`config.mk`:
```
export PLATFORM = sky130hd
export DESIGN_NAME = lut_sweeper
export DESIGN_NICKNAME = d
export VERILOG_FILES = /design/src/rtl/lut_sweeper.sv
export SDC_FILE = /design/constraint.sdc
export NUM_CORES = 1
export LEC_CHECK = 0
export ABC_AREA = 1
export BUFFER_PORTS_ARGS = -buffer_cell sky130_fd_sc_hd__clkbuf_2
export CAP_MARGIN = 0
export CORE_ASPECT_RATIO = 0.5
export CORE_MARGIN = 3
export CORE_UTILIZATION = 60
export CTS_CLUSTER_DIAMETER = 200
export DETAILED_ROUTE_END_ITERATION = 7
export PLACE_DENSITY = 0.92
export SYNTH_ARGS = -nofsm -noshare
export SYNTH_HDL_FRONTEND = slang
export SYNTH_SLANG_ARGS = --single-unit
```
`constraint.sdc`:
```
create_clock -name clk -period 2.2 [get_ports clk]
set_input_delay 0.22 -clock clk [delete_from_list [all_inputs] [get_ports clk]]
set_output_delay 0.22 -clock clk [all_outputs]
set_load 0.02 [all_outputs]
```
`src/rtl/lut_sweeper.sv`:
```
// Run-time programmable N-input Boolean function: serially loaded truth table,
// registered point evaluation, and a hardware minterm sweep over valid/ready.
module lut_sweeper #(
    parameter int N = 4
) (
    input  logic         clk,
    input  logic         rst_n,
    input  logic         load_en,
    input  logic         load_bit,
    input  logic [N-1:0] eval_in,
    output logic         eval_out,
    input  logic         sweep_start,
    output logic         m_valid,
    input  logic         m_ready,
    output logic [N-1:0] m_index,
    output logic         busy,
    output logic         done,
    output logic [N:0]   count
);

    localparam int DEPTH = 1 << N;

    typedef enum logic [1:0] {
        ST_IDLE,
        ST_SCAN,
        ST_DONE
    } state_t;

    state_t           state_reg, state_next;
    logic [DEPTH-1:0] table_reg, table_next;
    logic [N-1:0]     idx_reg, idx_next;
    logic [N:0]       count_reg, count_next;
    logic             eval_out_reg;

    logic hit;
    logic accept;
    logic advance;

    // Scan-side outputs decode from registers only, so m_valid never depends on m_ready.
    assign hit      = table_reg[idx_reg];
    assign busy     = (state_reg == ST_SCAN);
    assign done     = (state_reg == ST_DONE);
    assign m_valid  = busy & hit;
    assign m_index  = busy ? idx_reg : '0;
    assign count    = count_reg;
    assign eval_out = eval_out_reg;
    assign accept   = m_valid & m_ready;
    assign advance  = busy & (~hit | m_ready);

    always_comb begin
        state_next = state_reg;
        table_next = table_reg;
        idx_next   = idx_reg;
        count_next = count_reg;
        case (state_reg)
            ST_IDLE: begin
                // A start in the same cycle as a load wins; the load is dropped.
                if (sweep_start) begin
                    state_next = ST_SCAN;
                    idx_next   = '0;
                    count_next = '0;
                end else if (load_en) begin
                    table_next = {table_reg[DEPTH-2:0], load_bit};
                end
            end
            ST_SCAN: begin
                if (accept) begin
                    count_next = count_reg + 1'b1;
                end
                if (advance) begin
                    if (idx_reg == N'(DEPTH - 1)) begin
                        state_next = ST_DONE;
                    end else begin
                        idx_next = idx_reg + 1'b1;
                    end
                end
            end
            ST_DONE: begin
                state_next = ST_IDLE;
            end
            default: begin
                state_next = ST_IDLE;
            end
        endcase
    end

    always_ff @(posedge clk or negedge rst_n) begin
        if (!rst_n) begin
            state_reg    <= ST_IDLE;
            table_reg    <= '0;
            idx_reg      <= '0;
            count_reg    <= '0;
            eval_out_reg <= 1'b0;
        end else begin
            state_reg    <= state_next;
            table_reg    <= table_next;
            idx_reg      <= idx_next;
            count_reg    <= count_next;
            // Reads the pre-load table value when a load lands on the same edge.
            eval_out_reg <= table_reg[eval_in];
        end
    end

endmodule
```
; Word-level counts from Yosys, hierarchy flattened
; Cells that the tools add are included.
[op_classes]
add_sub_neg = 2
n_mul = 0
div_mod_pow = 0
n_lt_le_gt_ge = 2
n_eq_ne = 8
n_shift = 0
mux = 16
n_bitwise = 6
n_reduce_logical = 6
[op_table]
columns = operator, n
row1 = $mux W4, 4
row2 = $lt A4 B5 Y1 const B, 2
row3 = $mux W5, 2
row4 = $pmux W5 S2, 1
row5 = $reduce_and A3 Y1, 3
row6 = $bmux W1 S4, 2
row7 = $pmux W4 S2, 1
row8 = $mux W2, 3
row9 = $ne A2 B1 Y1 const B, 3
row10 = $add A5 B1 Y5 const B, 1
row11 = $add A4 B1 Y4 const B, 1
row12 = $eq A4 B4 Y1 const B, 1
row13 = $ne A2 B2 Y1 const B, 2
row14 = $pmux W2 S2, 1
row15 = $reduce_and A4 Y1, 1
row16 = $and A1 B1 Y1, 3
row17 = $eq A2 B1 Y1 const B, 1
row18 = $eq A2 B2 Y1 const B, 1
row19 = $logic_not A2 Y1, 1
row20 = $mux W1, 2
row21 = $not A1 Y1, 2
row22 = $reduce_bool A2 Y1, 1
row23 = $or A1 B1 Y1, 1
[word_totals]
ff_bits = 28
latch_bits = 0
mem_bits_rw = 0
romBits = 0
output_inout_bits = 13
wordCells = 45
n_memories = 0

; Logic depth before layout (Yosys ltp)
[logic_depth]
ltp_word = 7
ltp_mapped = 11

; Worst setup path before layout
; No wires, ideal clock.
[synth_timing]
kind = register to register
from = register state_reg[1]
to = register count_reg[0] (netlist: count[0])
setup_time_ns = 0.131
arrival_time_ns = 1.287
t_required_ns = 2.069
path_slack_ns = 0.782
stages_incl_launch_ff = 9
synth_period_minus_slack_ns = 1.418
path_cell_list = dfrtp_1 > inv_2 > nand2_2 > nor2_2 > nand3_4 > nand2_4 > nand2_4 > nand3_1 > o21ai_1
[synth_between]
elab_chain_cells = 5
word_cells_on_any_way = 9
[synth_lines]
columns = item, line
row1 = start: declaration, 29  ; state_t state_reg, state_next;
row2 = start signal: assignment, 95  ; state_reg <= state_next;
row3 = $eq A2 B1 Y1, 41  ; assign busy = (state_reg == ST_SCAN);
row4 = $and A1 B1 Y1, 43  ; assign m_valid = busy & hit;
row5 = via m_valid, 13  ; output logic m_valid,
row6 = $and A1 B1 Y1, 47  ; assign accept = m_valid & m_ready;
row7 = $ne A2 B1 Y1 (no source line), -
row8 = $reduce_and A3 Y1 (no source line), -
row9 = end signal: assignment, 98  ; count_reg <= count_next;
row10 = end: declaration, 32  ; logic [N:0] count_reg, count_next;
; The timed path passes the listed nets, and every way through them passes these cells.
; A chain may end at the register's enable or synchronous reset.

; Worst setup path in the final report
[layout_timing]
from = register idx_reg[0]
to = output m_valid
[layout_between]
elab_chain_cells = 3
[layout_lines]
columns = item, line
row1 = start: declaration, 31  ; logic [N-1:0] idx_reg, idx_next;
row2 = start signal: assignment, 97  ; idx_reg <= idx_next;
row3 = $bmux W1 S4, 40  ; assign hit = table_reg[idx_reg];
row4 = $mux W1 (not written as such), 40
row5 = $and A1 B1 Y1, 43
row6 = end: declaration, 13
; Every way passes these cells. The select of a mux whose other input is x is not followed.

==> flow_metrics.py <==
metrics = {
    "timing": {
        "hold_viol": 0,
        "tightest_slew_ps": 699,
        "period_needed_ps": 2020,
        "setup_viol": 0,
        "worst_slack_ps": 185,
        "fin_tns_setup_ps": 0,
        "clock.fmax_mhz": 496,
        "whs_ps": 128,
        "fin_worst_skew_ps": 2.89,
        "finalCritPeriodShare_pct": 91.6,
        "maxSlewViolCount": 0,
        "rsz0062_at_grt": "false",
        "relSlewSlack_pct": 53.4,
    },
    "critical_path": {
        "r2r_end": "idx_reg[1]",
        "r2r_slack_ps": 440,
        "setup.worst_path.start": "idx_reg[0]",
        "critPathMaxStageDelay_ps": 610,
        "worstPathArrival_ps": 1800,
        "critPathCapture": "m_valid",
        "end_kind": "primary output",
        "startpoint_type": "flip-flop",
        "r2r_start": "idx_reg[0]",
        "cp_data_required_time_ps": 1980,
        "reg2reg_depth": 11,
        "cp_cell_sequence": "inv_2 > nand3_1 > nand2_1 > inv_1 > nand3_2 > nand3_4 > nand2_4 > clkbuf_2",
        "cp_max_fo": 13,
        "crit_type": "flip-flop to primary output",
        "slowest_stage": "dfrtp_1",
    },
    "run_status": {
        "status": "completed",
    },
    "die": {
        "die-area_sq_um": 3450,
        "core_area_sq_um": 2400,
        "initial_core_util_pct": 68.6,
        "fp.dieH_um": 43.1,
        "ioPinCount": 23,
        "std_cell_rows": 12,
        "die_w_um": 80.1,
    },
    "drt": {
        "routed-via-count": 1496,
        "drtIter0Drc": 152,
        "drt-total-wl_um": 3620,
        "route.antenna.remaining_nets": 0,
        "wire_per_inst_um": 13.6,
        "first_pass_iters": 5,
        "drc": 0,
        "viasPerCell": 5.62,
    },
    "cells_and_area": {
        "areaGrowthSynthToFinish_pct": 11.4,
        "final_net_count": 244,
        "n_antenna_cell": 0,
        "finalNonFillerCells": 266,
        "drive_gt1_share_pct": 22.9,
        "layout.cells.most_common_list": "nand2_1 (47), dfrtp_1 (28), nand3_1 (22), clkbuf_2 (22), o21ai_1 (18)",
        "final_common_cell": "nand2_1",
        "largest_reg_flops": 16,
    },
    "clocking": {
        "clockRootBuffer": "clkbuf_8",
        "clk_latency_ps": 270,
        "clk_transition_reported_paths_ps": 90,
        "cts_tree": "yes",
        "cts_sinks": 28,
        "cts_buffers": 3,
        "h-tree-depth": 1,
        "clockBufferDepth": 2,
    },
    "place": {
        "place_ws_ps": 524,
        "hpwl_um": 2620,
        "portBuffers": 22,
        "dp.cells": 261,
        "gp_congestion": 0.839,
    },
    "yosys": {
        "synthCells": 209,
        "synth.area.top_cells": "dfrtp_1 (42%), nand2_1 (11%), nand3_1 (6.7%), o21ai_1 (5.5%), inv_1 (3.9%)",
        "yosysWarningCount": 0,
        "mappedNetlistNets": 221,
        "syn-cell-area_sq_um": 1650,
        "ys_types": 27,
        "synth.avg_cell_area_sq_um": 7.89,
        "synth_top_area_share_pct": 42.5,
        "yosys.area.top_type": "dfrtp_1",
        "ys_ff_latch": 28,
        "yosysSeqAreaShare_pct": 42.5,
    },
    "global_route": {
        "grt_max_degree": 29,
        "grt_pass1_wl_um": 6140,
        "antenna_found_initial": 0,
        "grtUsageTotal_pct": 22.5,
        "grt_overflow": 0,
        "grt_pass1_vias": 1378,
    },
    "hold_path": {
        "hold_depth": 2,
        "hold_start": "eval_in[3]",
        "hold_path.class": "input pin to flip-flop",
    },
    "pwr": {
        "p_per_area_nw_per_um2": 1420,
        "peakVddDrop_mv": 1.17,
        "power.total_mw": 2.62,
        "p_leak_nw": 0.930,
    },
    "run": {
        "maxCapViolCount": 0,
    },
}
-- cells in the mapped netlist --
master and n:
o21ai_0 8, o21ai_1 18, nand2_8 1, nand2_1 47, nand2_4 3, buf_6 1
o221ai_1 1, clkinv_1 1, a21oi_1 9, inv_1 17, ha_1 2, inv_2 8
xor2_1 2, buf_2 4, nand3_1 22, nand4_1 4, inv_4 1, nand3_2 6
buf_4 1, o211ai_1 2, mux2_1 1, nand3_4 2, dfrtp_1 28, nand2_2 3
nor2_4 1, nor2_2 1, nor2_1 15
-- cell families after synthesis --
| logic type | after synthesis | share of synthesized area (%) |
|---|---|---|
| xor+xnor | 2 | 1.06 |
| simple gates | 105 | 33.5 |
| mux | 1 | 0.683 |
| buf+inv | 33 | 8.65 |
| flops | 28 | 42.5 |
| fa+ha+maj | 2 | 1.52 |
| compound gates | 38 | 12.1 |
-- metal layers --
metal / GRT usage, % / vias up / wire length [um]
li1: - / 734 / -
met1: 29.9 / 686 / 1600
met2: 38.2 / 70 / 1680
met3: 5.30 / 6 / 317
met4: 4.04 / 0 / 23
met5: 0 / - / 0
-- stage by stage --
stage / utilization (%) / instance area [sq um]
6_report: 76.5 / 1840
5_1_grt: 76.5 / 1840
4_1_cts: 76.5 / 1840
3_5_place_dp: 73.8 / 1770
3_3_place_gp: 73.8 / 1770
2_1_floorplan: - / 1650
-- power by group --
group / total (mW) / leakage, nW / internal (mW) / switching, mW
clock network: 0.321 / 0.0288 / 0.160 / 0.161
registers: 0.962 / 0.361 / 0.723 / 0.239
logic: 1.33 / 0.540 / 0.451 / 0.882
-- worst max-delay path, delay by kind of cell, from the launching register on --
family	cells	cell delay, ps
buffers and inverters	3	430
AND/OR/NAND/NOR	5	480
flip-flops	1	610
-- timing repair --
action,CTS,global route
endpoints found under the hold margin,13,0
setup buffers,0,0
gates resized for setup,0,0
hold buffers,1,0
-- layout make-up --
cell class | count | area, sq um
clock buffer | 4 | 55.1
fill | 170 | 566
multi-input combinational | 148 | 806
sequential | 28 | 701
timing repair buffer | 24 | 128
inverter | 27 | 104
tap | 35 | 43.8
-- worst min path at each step --
stage | end | slack, ps
global placement | state_reg[1] | 290
finish | eval_out | 130
CTS | eval_out | 130
global route | eval_out | 130
detailed placement | state_reg[1] | 300
floorplan | count[0] | -80
Note: power is estimated with default switching activity, not from simulation.
